$ cat src/rtl/mem_access_unit_if.sv
// Data-cache port of the memory-stage access unit: held request, one-cycle response pulse.
interface mem_access_unit_if;
   logic        data_read;
   logic        data_write;
   logic [3:0]  data_mbe;
   logic [31:0] data_addr;
   logic [31:0] data_wdata;
   logic [31:0] data_rdata;
   logic        data_resp;

   modport master (
      output data_read, data_write, data_mbe, data_addr, data_wdata,
      input  data_rdata, data_resp
   );

   modport slave (
      input  data_read, data_write, data_mbe, data_addr, data_wdata,
      output data_rdata, data_resp
   );
endinterface

$ cat src/rtl/mem_access_unit.sv
// RV32I MEM-stage load/store initiator: issues a held cache request and stalls until it completes.
// Define MEM_MISALIGN_TRAP_EN to complete misaligned half/word accesses without a cache request.
//
// state | meaning
// IDLE  | waiting for a load/store in MEM
// BUSY  | cache request held until data_resp or watchdog expiry
// DONE  | result presented to MEM/WB until advance
module mem_access_unit #(
   parameter int TIMEOUT_CYCLES = 0
) (
   input  logic        clk,
   input  logic        rst,
   input  logic        req_valid,
   input  logic        is_load,
   input  logic        is_store,
   input  logic [2:0]  funct3,
   input  logic [31:0] addr_in,
   input  logic [31:0] store_data_in,
   input  logic        advance,
   mem_access_unit_if.master dbus,
   output logic        stall,
   output logic        access_done,
   output logic [3:0]  mem_byte_enable_out,
   output logic [31:0] r_data_out,
   output logic [31:0] w_data_out,
   output logic [31:0] data_addr_out,
   output logic        timeout_err,
   output logic        misaligned
);
   localparam int CW = (TIMEOUT_CYCLES > 0) ? $clog2(TIMEOUT_CYCLES + 1) : 1;

   typedef enum logic [1:0] {S_IDLE, S_BUSY, S_DONE} state_t;
   typedef enum logic [1:0] {SZ_BYTE, SZ_HALF, SZ_WORD} size_t;

   state_t      state_q, state_d;
   size_t       acc_size;
   logic        accept;
   logic        misalign_hit;
   logic        wdog_expire;
   logic [1:0]  off;
   logic [3:0]  mask_d;
   logic [31:0] wdata_d;
   logic        load_q;
   logic [3:0]  mask_q;
   logic [31:0] addr_q;
   logic [31:0] wdata_q;
   logic [31:0] r_data_q;
   logic [CW-1:0] wdog_q;
   logic        timeout_err_q;

   assign off    = addr_in[1:0];
   assign accept = req_valid && (is_load || is_store);

   // A load with both flags set decodes as a load; unlisted funct3 values fall back to word.
   always_comb begin
      acc_size = SZ_WORD;
      if (is_load) begin
         if (funct3 == 3'b000 || funct3 == 3'b100)      acc_size = SZ_BYTE;
         else if (funct3 == 3'b001 || funct3 == 3'b101) acc_size = SZ_HALF;
      end else begin
         if (funct3 == 3'b000)      acc_size = SZ_BYTE;
         else if (funct3 == 3'b001) acc_size = SZ_HALF;
      end
   end

   always_comb begin
      mask_d  = 4'b1111;
      wdata_d = store_data_in;
      case (acc_size)
         SZ_BYTE: begin
            mask_d  = 4'b0001 << off;
            wdata_d = {24'b0, store_data_in[7:0]} << {off, 3'b000};
         end
         SZ_HALF: begin
            mask_d  = 4'b0011 << off;
            wdata_d = {16'b0, store_data_in[15:0]} << {off, 3'b000};
         end
         default: ;
      endcase
   end

`ifdef MEM_MISALIGN_TRAP_EN
   logic misaligned_q;
   assign misalign_hit = ((acc_size == SZ_HALF) && off[0]) ||
                         ((acc_size == SZ_WORD) && (off != 2'b00));
   assign misaligned   = misaligned_q;

   always_ff @(posedge clk) begin
      if (rst)                                misaligned_q <= 1'b0;
      else if (state_q == S_IDLE && accept)   misaligned_q <= misalign_hit;
      else if (state_q == S_DONE && advance)  misaligned_q <= 1'b0;
   end
`else
   assign misalign_hit = 1'b0;
   assign misaligned   = 1'b0;
`endif

   assign wdog_expire = (TIMEOUT_CYCLES > 0) && (wdog_q == CW'(1));

   always_comb begin
      state_d = state_q;
      stall   = 1'b0;
      case (state_q)
         S_IDLE: if (accept) begin
            stall   = 1'b1;
            state_d = misalign_hit ? S_DONE : S_BUSY;
         end
         S_BUSY: begin
            stall = 1'b1;
            if (dbus.data_resp || wdog_expire) state_d = S_DONE;
         end
         S_DONE: if (advance) state_d = S_IDLE;
         default: state_d = S_IDLE;
      endcase
   end

   always_ff @(posedge clk) begin
      if (rst) begin
         state_q       <= S_IDLE;
         load_q        <= 1'b0;
         mask_q        <= 4'b0;
         addr_q        <= 32'b0;
         wdata_q       <= 32'b0;
         r_data_q      <= 32'b0;
         wdog_q        <= '0;
         timeout_err_q <= 1'b0;
      end else begin
         state_q <= state_d;
         case (state_q)
            S_IDLE: if (accept) begin
               load_q   <= is_load;
               mask_q   <= misalign_hit ? 4'b0 : mask_d;
               addr_q   <= addr_in;
               wdata_q  <= wdata_d;
               r_data_q <= 32'b0;
               wdog_q   <= CW'(TIMEOUT_CYCLES);
            end
            S_BUSY: begin
               // A response in the expiry cycle still completes normally.
               if (dbus.data_resp) begin
                  r_data_q <= load_q ? dbus.data_rdata : 32'b0;
               end else if (wdog_expire) begin
                  r_data_q      <= 32'b0;
                  timeout_err_q <= 1'b1;
               end else begin
                  wdog_q <= wdog_q - CW'(1);
               end
            end
            default: ;
         endcase
      end
   end

   assign dbus.data_read       = (state_q == S_BUSY) &&  load_q;
   assign dbus.data_write      = (state_q == S_BUSY) && !load_q;
   assign dbus.data_mbe        = mask_q;
   assign dbus.data_addr       = {addr_q[31:2], 2'b00};
   assign dbus.data_wdata      = wdata_q;
   assign access_done          = (state_q == S_DONE);
   assign mem_byte_enable_out  = mask_q;
   assign r_data_out           = r_data_q;
   assign w_data_out           = wdata_q;
   assign data_addr_out        = addr_q;
   assign timeout_err          = timeout_err_q;
endmodule

$ cat src/flat_wrapper.sv
// flat-port wrapper written by rule: the top's interface ports become plain ports
module mem_access_unit_flat 
#(
   parameter int TIMEOUT_CYCLES = 0
)
  (clk, rst, req_valid, is_load, is_store, funct3, addr_in, store_data_in, advance, stall, access_done, mem_byte_enable_out, r_data_out, w_data_out, data_addr_out, timeout_err, misaligned, dbus_data_read, dbus_data_write, dbus_data_mbe, dbus_data_addr, dbus_data_wdata, dbus_data_rdata, dbus_data_resp);
  mem_access_unit_if dbus_i ();
  input  logic clk;
  input  logic rst;
  input  logic req_valid;
  input  logic is_load;
  input  logic is_store;
  input  logic [2:0] funct3;
  input  logic [31:0] addr_in;
  input  logic [31:0] store_data_in;
  input  logic advance;
  output logic stall;
  output logic access_done;
  output logic [3:0] mem_byte_enable_out;
  output logic [31:0] r_data_out;
  output logic [31:0] w_data_out;
  output logic [31:0] data_addr_out;
  output logic timeout_err;
  output logic misaligned;
  output wire logic [$bits(dbus_i.data_read)-1:0] dbus_data_read;
  output wire logic [$bits(dbus_i.data_write)-1:0] dbus_data_write;
  output wire logic [$bits(dbus_i.data_mbe)-1:0] dbus_data_mbe;
  output wire logic [$bits(dbus_i.data_addr)-1:0] dbus_data_addr;
  output wire logic [$bits(dbus_i.data_wdata)-1:0] dbus_data_wdata;
  input wire logic [$bits(dbus_i.data_rdata)-1:0] dbus_data_rdata;
  input wire logic [$bits(dbus_i.data_resp)-1:0] dbus_data_resp;
  assign dbus_data_read = dbus_i.data_read;
  assign dbus_data_write = dbus_i.data_write;
  assign dbus_data_mbe = dbus_i.data_mbe;
  assign dbus_data_addr = dbus_i.data_addr;
  assign dbus_data_wdata = dbus_i.data_wdata;
  assign dbus_i.data_rdata = dbus_data_rdata;
  assign dbus_i.data_resp = dbus_data_resp;
  mem_access_unit #(.TIMEOUT_CYCLES(TIMEOUT_CYCLES)) u_core (.clk(clk), .rst(rst), .req_valid(req_valid), .is_load(is_load), .is_store(is_store), .funct3(funct3), .addr_in(addr_in), .store_data_in(store_data_in), .advance(advance), .dbus(dbus_i), .stall(stall), .access_done(access_done), .mem_byte_enable_out(mem_byte_enable_out), .r_data_out(r_data_out), .w_data_out(w_data_out), .data_addr_out(data_addr_out), .timeout_err(timeout_err), .misaligned(misaligned));
endmodule
$ cat config.mk
export PLATFORM = sky130hd
export DESIGN_NAME = mem_access_unit_flat
export DESIGN_NICKNAME = d
export VERILOG_FILES = /design/src/rtl/mem_access_unit_if.sv /design/src/rtl/mem_access_unit.sv /design/src/flat_wrapper.sv
export SDC_FILE = /design/constraint.sdc
export NUM_CORES = 1
export LEC_CHECK = 0
export CAP_MARGIN = 20
export CORE_MARGIN = 3
export CORE_UTILIZATION = 41
export DETAILED_ROUTE_END_ITERATION = 8
export PLACE_DENSITY = 0.92
export SLEW_MARGIN = 20
export SYNTH_ARGS = -nofsm -noshare
export SYNTH_HDL_FRONTEND = slang
export SYNTH_SLANG_ARGS = --single-unit
$ cat constraint.sdc
create_clock -name clk -period 2.9 [get_ports clk]
set_input_delay 0.435 -clock clk [delete_from_list [all_inputs] [get_ports clk]]
set_output_delay 0.435 -clock clk [all_outputs]
set_load 0.02 [all_outputs]
* After elaboration in Yosys (flattened, before gate mapping)
Cells that the tools add are included.
** Storage, ports and cells
- Bits in registers :: 103
- Latch bits :: 0
- RAM bits :: 0
- Memory bits (read-only) :: 0
- Input port bits :: 106
- Word-level logic and storage cells :: 50
- Memories kept :: 0
** Cells by class
- Add/sub/neg operators :: 0
- Multiply operators :: 0
- Divide/modulo/power cells :: 0
- Order comparisons :: 0
- Eq/ne operators :: 9
- Shift-type cells :: 4
- Mux-type cells :: 17
- Bitwise operators :: 0
- Reduce and logical (&&, ||, !) cells :: 14
** Operators with widths (count)
- one-hot mux 32 bit (2 select lines) :: 2
- 2-to-1 mux 32 bit :: 3
- left shift 16 x 5 -> 32 bit :: 1
- left shift 8 x 5 -> 32 bit :: 1
- 2-to-1 mux 2 bit :: 8
- one-hot mux 4 bit (2 select lines) :: 1
- == test 3 bit, second input constant :: 2
- one-hot mux 2 bit (3 select lines) :: 1
- AND reduction 3 bit :: 2
- == test 2 x 1 -> 1 bit, second input constant :: 2
- logical NOT 2 bit :: 2
- inequality test 2 bit, second input constant :: 2
- left shift 1 x 2 -> 4 bit, first input constant :: 1
- left shift 2 x 2 -> 4 bit, first input constant :: 1
- == test 3 x 1 -> 1 bit, second input constant :: 1
- logical AND 1 bit :: 3
- logical NOT 3 bit :: 1
- logical OR 1 bit :: 3
- == test 2 bit, second input constant :: 1
- inequality test 2 x 1 -> 1 bit, second input constant :: 1
- one-hot mux 1 bit (2 select lines) :: 1
- AND reduction 2 bit :: 1
- nonzero test 2 bit :: 1
- logical NOT 1 bit :: 1
- 2-to-1 mux 1 bit :: 1

* Logic depth before layout (Yosys ltp)
Gate-level depths: netlist of run 1.
- Depth in word-level cells :: 7
- Mapped depth :: 7
- Depth with buffers taken out :: 4

* Least setup slack after synthesis of run 1
OpenSTA, ideal clock, no wires.
- Path kind :: input port to flip-flop
- Start :: input port funct3[2]
- End :: register u_core.wdata_q[12] (netlist: u_core.dbus.data_wdata[12])
- Library setup time :: 136 ps
- Arrival :: 1403 ps
- Required time :: 2764 ps
- Slack :: 1361 ps
- Cell stages on the path :: 5
- Cell sequence :: nor2b_1 buf_2 a211o_1 a221oi_1 nor3_1
** Between the ends
- Longest elaborated chain between the ends :: 7
** RTL lines
- from (decl) :: line flat_wrapper.sv:13 : input logic [2:0] funct3;
- == test 3 x 1 -> 1 bit or == test 3 bit (tied branches) :: line mem_access_unit.sv:59, mem_access_unit.sv:62
- logical OR 1 bit :: line mem_access_unit.sv:59 : else if (funct3 == 3'b001 || funct3 == 3'b101) acc_size = SZ_HALF;
- 2-to-1 mux 2 bit :: line mem_access_unit.sv:59
- 2-to-1 mux 2 bit :: line mem_access_unit.sv:58 : if (funct3 == 3'b000 || funct3 == 3'b100) acc_size = SZ_BYTE;
- 2-to-1 mux 2 bit (*) :: line mem_access_unit.sv:57 : if (is_load) begin
- == test 2 x 1 -> 1 bit or logical NOT 2 bit (tied branches) :: line mem_access_unit.sv:69 : case (acc_size)
- one-hot mux 32 bit (2 select lines) (*) :: line mem_access_unit.sv:69
- to (signal assigned) :: line mem_access_unit.sv:134 : wdata_q <= wdata_d;
- to (decl) :: line mem_access_unit.sv:46 : logic [31:0] wdata_q;
Mark *: on every way between the ends. The rest lies on a longest branch, timed or not.
A chain may end at the register's enable or synchronous reset.

* Worst setup path after layout of run 1
- Start :: input port is_load
- End :: output port stall
** Between the ends
- Longest elaborated chain between the ends :: 4
** RTL lines
- from (decl) :: line flat_wrapper.sv:11 : input logic is_load;
- logical OR 1 bit :: line mem_access_unit.sv:52 : assign accept = req_valid && (is_load || is_store);
- logical AND 1 bit :: line mem_access_unit.sv:52
- 2-to-1 mux 1 bit :: line mem_access_unit.sv:104 : S_IDLE: if (accept) begin
- one-hot mux 1 bit (2 select lines) :: line mem_access_unit.sv:103 : case (state_q)
- to (decl) :: line flat_wrapper.sv:17 : output logic stall;
No other way between the ends.

==> out/results.ini, run 1 <==
[timing]
layout_setup_ws_ns=0.413
setup_violations=0
period_minus_slack_ns=2.49
drv_slew=0
fin_skew_ns=0.00493
fmax_ghz=0.402
relSlewSlack_pct=54.8
finalCritPeriodShare_pct=85.8
rsz0062_at_grt=no
worst_hold_slack_ns=0.456
tns_ns=0
final_hold_viol_count=0
tightest_slew_ns=0.678

[placement]
numPortBuffers=275
place.gp.congestion=0.849
dpl.hpwl_um=12400
pre_cts_slack_ns=0.419

[worst_setup_path]
critPathArrivalTime_ns=2.05
path_class=in2out
worstSetupStartpointType=input pin
required_ns=2.47
crit_fanout=6
regToRegSetupSlack_ns=1.00
end_kind=output pin

[yosys]
syn_area_per_cell_sq_um=8.34
synth_top_area_share_pct=43.4
syn_area_sq_um=4750
yosys.area.top_type=dfxtp_1
yosysUniqueCellTypes=39
synthCells=569
synth_seq_cells=103
yosysMostFrequentCell=dfxtp_1
synth_common_cells=dfxtp_1 (103), nand2_1 (100), a21oi_1 (75), buf_4 (71), nand3_1 (32)
synth_flop_cell=dfxtp_1
synth_area_leaders=dfxtp_1 (43%), buf_4 (11%), a21oi_1 (7.9%)
yosysSeqAreaShare_pct=43.4
yosysWarnings=0
synth_edf_count=0
async_reset_ff_share_pct=0

[global_routing]
grt_max_degree=60
grt_pass1_vias=4826
track_usage_pct=24.4
antenna_found_initial=0
grt-ovfl-total=0
grt_first_pass_wirelength_um=25400

[min_path]
min_path_type=reg2reg

[die]
fp.coreArea_sq_um=11100
die_y_um=114
die_w_um=114
row_count=38
start_util_pct=42.9
dieArea_sq_um=12900
io_pins=280

[cells_and_area]
syn_to_final_growth_pct=53.6
num-nets-final=860
n_fill_cell=899
num_antenna_cells=0
drive_above_1_share_pct=7.38

[detailed_routing]
vias=4794
wirelength_um=16300
detail_route.wl_per_cell_um=18.1
vias_per_cell=5.33
drc=0
antenna_left=0
drt_pass1_iterations=5
drt_iter0_markers=354

[run_status]
status=finished clean

[pwr]
ir_worst_vdd_uv=264
total_power_w=0.00367
p_leak_nw=2.56
cellPowerDensity_nw_per_um2=504

[clock_tree]
ctsResizeCount=0
htree_num_levels=3
cts_num_sinks=103
path_clk_slew_ns=0.06
cts_tree=built
cts_made_buffers=9
clkLatencyLatePin_ns=0.33
clockRootBuffer=clkbuf_16
postCtsSetupRepairBufs=0
holdBufCountCts=0
ctsLongestPathBuffers=2

[run]
maxCapViolations=0

[placed cells by master, fill, tap and decap left out, types with 9 or more instances in the layout]
| cell type | synthesis | layout |
|---|---|---|
| clkdlybuf4s50_1 | 0 | 274 |
| dfxtp_1 | 103 | 103 |
| nand2_1 | 100 | 99 |
| a21oi_1 | 75 | 75 |
| nand3_1 | 32 | 32 |
| nor2_1 | 17 | 17 |
| o21bai_1 | 17 | 17 |
| o21ai_0 | 17 | 17 |
| a31oi_1 | 16 | 16 |
| buf_4 | 71 | 13 |
| a21oi_2 | 10 | 10 |
| nand3_2 | 9 | 9 |
| clkbuf_16 | 0 | 9 |
[per-stage QoR]
step | cells | util [%] | instance area (sq um)
4_1_cts | 899 | 65.8 | 7290
3_3_place_gp | 883 | 63.1 | 6990
3_5_place_dp | 883 | 63.1 | 6990
5_1_grt | 899 | 65.8 | 7290
6_report | 899 | 65.8 | 7290
2_1_floorplan | 572 | - | 4760
[worst paths after layout]
path                                end  depth (start not counted)                 start
max                               stall                          5               is_load
min reg2reg        u_core.r_data_out[9]                          2  u_core.r_data_out[9]
min                u_core.r_data_out[9]                          2  u_core.r_data_out[9]
max reg2reg  u_core.dbus.data_wdata[31]                          5     u_core.state_q[0]
[critical path: stages]
cell and delay [ns]:
clkdlybuf4s50_1 0.52, o21a_2 0.28, nor2_1 0.06, nor2_1 0.12, clkdlybuf4s50_1 0.63
[logic make-up (layout without fill, tap and decap cells)]
| kind of cell | count (synthesis) | in the layout | share of synthesized area, % |
|---|---|---|---|
| AO/OA/AOI/OAI | 159 | 159 | 21.2 |
| AND/OR/NAND/NOR | 188 | 188 | 18.6 |
| flip-flops | 103 | 103 | 43.4 |
| other | 1 | 4 | 0.0790 |
| buffers and inverters | 118 | 305 | 16.7 |
[state kept, by name (all words and copies together) (netlist names)]
signal,cells
u_core.r_data_out,32
u_core.dbus.data_wdata,32
u_core.dbus.data_mbe,4
u_core.load_q,1
u_core.state_q,2
u_core.data_addr_out,32
[layer usage]
| layer | vias up | part of all wire [%] | track usage, % |
|---|---|---|---|
| met3 | 36 | 9.7 | 7.64 |
| met4 | 0 | 2.5 | 9.05 |
| met1 | 2234 | 36 | 27.6 |
| li1 | 2252 | - | - |
| met2 | 272 | 51 | 42.8 |
| met5 | - | 0 | 0 |
[area by class of cell]
cell class	instances	area (sq um)	share of cell area (%)
timing repair buffer	287	2840	39.0
sequential	103	2060	28.3
multi-input combinational	351	1910	26.2
clock buffer	14	284	3.90
tap	140	175	2.40
clock inverter	2	12.5	0.172
inverter	2	7.51	0.103
[power breakdown]
part,total [W],leakage (nW),switching [W],internal (W)
Sequential,0.00156,0.841,0.0000671,0.00149
Combinational,0.000926,1.58,0.000483,0.000443
Clock,0.00119,0.145,0.000515,0.000676
Power figures use the tool's default switching activity.
==> run 2, diff against run 1 <==
Settings changed: CORE_ASPECT_RATIO from default to 1.75.
==> run 2 against run 1 <==
Against the previous run: sequential cell count did not move; die area rose by 0.40%; final cell count fell by 1.0%; core utilization fell by 0.99 points; total power fell by 0.60%; maximum frequency rose by 0.77%; worst setup slack improved by 0.019 ns; design area fell by 0.15%; largest cell class unchanged; critical endpoint unchanged; wire length fell by 4.2%.
==> out/results.ini, run 2 (synthesized netlist as in run 1, its figures left out) <==
[placement]
dpl_cell_area_sq_um=6990
place.gp.congestion=0.855
dpl.hpwl_um=11700
numPortBuffers=275
pre_cts_slack_ns=0.440

[detailed_routing]
met2WireLength_um=8380
wl_met3_um=1190
antenna_left=0
drt_iter0_markers=213
met1_length_um=5670
vias=4746
highest_layer=met4
drt_pass1_iterations=5
vias_per_cell=5.33
wirelength_um=15600
detail_route.wl_per_cell_um=17.6
drc=0

[pwr]
p_leak_nw=2.56
sequentialPowerShare_pct=42.6
p_sw_share_pct=30.2
internal_power_w=0.00255
p_comb_share_pct=25.2
p_clk_share_pct=32.3
switchingPower_w=0.00110
cellPowerDensity_nw_per_um2=502
ir_worst_vdd_uv=334

[clock_tree]
clkLatencyLatePin_ns=0.34
cts_tree=built
cts_num_sinks=103
holdBufCountCts=0
htree_num_levels=3
clockRootBuffer=clkbuf_16
path_clk_slew_ns=0.06
postCtsSetupRepairBufs=0
cts_made_buffers=9
ctsLongestPathBuffers=2
ctsResizeCount=0

[cells_and_area]
final_cell_mix=clkdlybuf4s50_1 (274), dfxtp_1 (103), nand2_1 (99)
syn_to_final_growth_pct=53.3
final_common_cell=clkdlybuf4s50_1
stdcell_area_sq_um=7280
num-nets-final=859
num_antenna_cells=0
drive_above_1_share_pct=7.39
n_fill_cell=898

[worst_setup_path]
critPathArrivalTime_ns=2.03
end_kind=output pin
critical-path-max-stage-delay_ns=0.62
worst_path_max_delay_cell=clkdlybuf4s50_1
worstSetupStartpointType=input pin
path_class=in2out
crit_chain=clkdlybuf4s50_1 > o21a_2 > nor2_1 > nor2_1 > clkdlybuf4s50_1
cp_top_family=buffers and inverters
crit_fanout=6
regToRegSetupSlack_ns=1.07
required_ns=2.47
critPathBufInv=2

[die]
dieArea_sq_um=13000
io_pins=280
start_util_pct=42.3
die_y_um=148
fp.coreArea_sq_um=11200
row_count=51
die_w_um=87.3

[global_routing]
grt-ovfl-total=0
grt_max_degree=55
antenna_found_initial=0
track_usage_pct=23.2
grt_pass1_vias=4483
grt_first_pass_wirelength_um=24000

[timing]
relSlewSlack_pct=42.0
setup_violations=0
drv_slew=0
tns_ns=0
fmax_ghz=0.405
final_hold_viol_count=0
tightest_slew_ns=0.866
period_minus_slack_ns=2.47
layout_setup_ws_ns=0.432
rsz0062_at_grt=no
fin_skew_ns=0.0116
finalCritPeriodShare_pct=85.1

[run_status]
status=finished clean

[min_path]
min_path_type=reg2reg

[run]
maxCapViolations=0

run 2: final timing paths:
path	start	endpoint	cells past startpoint
setup / recovery	is_load	stall	5
setup reg to reg	u_core.state_q[0]	u_core.data_addr_out[9]	5
hold / removal	u_core.r_data_out[13]	u_core.r_data_out[13]	2
hold reg to reg	u_core.r_data_out[13]	u_core.r_data_out[13]	2
run 2: layout make-up:
cell class | count | area (sq um) | share of cell area, %
Clock buffer | 10 | 239 | 3.28
Clock inverter | 6 | 51.3 | 0.705
Inverter | 2 | 7.51 | 0.103
Multi-Input combinational cell | 351 | 1910 | 26.2
Sequential cell | 103 | 2060 | 28.3
Tap cell | 132 | 165 | 2.27
Timing Repair Buffer | 286 | 2850 | 39.1
run 2: tightest hold or removal path, stage by stage (launching register included):
cell     delay, ns
dfxtp_1       0.31
nand2_1       0.05
a21oi_1       0.05
run 2: per-stage QoR:
step                util [%]  total power (W)  hold slack [ns]  std cells
floorplan                  -          0.00211            0.445        572
global placement        62.2          0.00249            0.437        874
detailed placement      62.2          0.00251            0.446        874
CTS                     64.8          0.00368            0.456        890
global route            64.8          0.00380            0.470        890
finish                  64.8          0.00365            0.455        890
run 2: routing by layer:
metal	vias to the layer above	GRT usage, %
li1	2252	-
met1	2230	27.9
met2	236	40.2
met3	28	4.82
met4	0	8.22
met5	-	0
run 2: power groups by stage:
stage	Combinational, W	Clock (W)	Sequential [W]
floorplan	0.000458	0	0.00166
global placement	0.000909	0	0.00159
detailed placement	0.000918	0	0.00159
CTS	0.000921	0.00120	0.00156
global route	0.000976	0.00126	0.00156
finish	0.000919	0.00118	0.00156
==> run 3, diff against run 2 <==
Settings changed: PLACE_DENSITY 0.92 to 0.86.
==> run 3 against run 2 <==
Against the previous run: first-iteration DRC count rose by 1.4%; hold slack got worse by 0.0022 ns; register-to-register slack got worse by 0.12 ns; design area rose by 0.15%; clock power rose by 10%; via count barely moved; critical path type unchanged.
==> out/results.ini, run 3 (synthesized netlist as in run 1, its figures left out) <==
[run_status]
status=finished clean

[placement]
dpl.hpwl_um=12400
numPortBuffers=275
place.gp.congestion=0.890

[cells_and_area]
multi_input_comb_area_sq_um=1910
final_common_cell=clkdlybuf4s50_1
num-nets-final=859
final_cell_mix=clkdlybuf4s50_1 (274), dfxtp_1 (103), nand2_1 (99)
syn_to_final_growth_pct=53.6
seq_area_sq_um=2060
drive_above_1_share_pct=7.12
finish.utilization_pct=64.9
num_antenna_cells=0
n_fill_cell=920

[timing]
relSlewSlack_pct=41.0
rsz0062_at_grt=no
tightest_slew_ns=0.881
tns_ns=0
fin_skew_ns=0.00639
final_hold_viol_count=0
setup_violations=0
period_minus_slack_ns=2.44
drv_slew=0
finalCritPeriodShare_pct=84.2
fmax_ghz=0.410

[detailed_routing]
wirelength_um=16300
drc=0
drt_iter0_markers=216
antenna_left=0
vias=4750
vias_per_cell=5.34
drt_pass1_iterations=4
detail_route.wl_per_cell_um=18.3

[worst_setup_path]
crit_fanout=6
critical-path-max-stage-delay_ns=0.62
end_kind=output pin
crit_chain=clkdlybuf4s50_1 > o21a_2 > nor2_1 > nor2_1 > clkdlybuf4s50_1
cp-startpoint=is_load
cp_top_family=buffers and inverters
critPathBufInv=2
r2r_start=u_core.state_q[0]
critPathArrivalTime_ns=2.01
regToRegSetupSlack_ns=0.95
worstSetupStartpointType=input pin
required_ns=2.47
path_class=in2out
worst_path_max_delay_cell=clkdlybuf4s50_1

[pwr]
p_leak_nw=2.56
ir_worst_vdd_uv=403
cellPowerDensity_nw_per_um2=517

[run]
maxCapViolations=0

[clock_tree]
ctsResizeCount=0
cts_made_buffers=9
holdBufCountCts=0
postCtsSetupRepairBufs=0
htree_num_levels=3
cts_num_sinks=103
clockRootBuffer=clkbuf_16
path_clk_slew_ns=0.07
cts_tree=built
ctsLongestPathBuffers=2
clkLatencyLatePin_ns=0.34

[min_path]
min_path_type=reg2reg
min_from=u_core.r_data_out[14]

[global_routing]
track_usage_pct=24.5
antenna_found_initial=0
grt_first_pass_wirelength_um=25200
grt_pass1_vias=4696
grt-ovfl-total=0
grt_max_degree=53

[die]
die_y_um=148
start_util_pct=42.3
fp.coreArea_sq_um=11200
die_w_um=87.3
io_pins=280
dieArea_sq_um=13000
row_count=51

[run 3: where the power goes]
part	internal, W	leakage (nW)	total (W)	switching (W)
combinational	0.000441	1.57	0.000920	0.000479
sequential	0.00149	0.841	0.00156	0.0000689
clock	0.000760	0.150	0.00130	0.000536
total	0.00269	2.56	0.00377	0.00108
[run 3: final cells by class]
class / instances / area share (%)
well taps: 132 / 2.27
inverters: 2 / 0.103
repair buffers: 286 / 38.9
clock inverters: 5 / 1.12
multi-input cells: 351 / 26.2
flip-flops and latches: 103 / 28.3
clock buffers: 11 / 3.19
[run 3: path summary, 6_finish.rpt]
kind | end | cells after the start
setup / recovery | stall | 5
hold / removal | u_core.r_data_out[14] | 2
setup reg to reg | u_core.data_addr_out[3] | 5
hold reg to reg | u_core.r_data_out[14] | 2
[run 3: layer usage]
layer	up-vias	wire, um	global-route usage, %
met5	-	0	0
met4	0	558	10.4
li1	2255	-	-
met1	2248	6090	28.7
met3	34	1100	4.99
met2	213	8520	42.6
[run 3: tightest hold or removal path, stage by stage, from the launching register on]
cell and delay (ns):
dfxtp_1 0.31, nand2_1 0.05, a21oi_1 0.05
[run 3: stage by stage]
step                      area, sq um  cells  hold WS (ns)  power [W]  setup slack, ns
after floorplan                  4760    572         0.445    0.00211             1.36
after global placement           6980    874         0.438    0.00249            0.479
after detailed placement         6980    874         0.446    0.00251            0.457
after CTS                        7290    890         0.453    0.00381            0.453
after global routing             7290    890         0.472    0.00392            0.352
final                            7290    890         0.452    0.00377            0.459
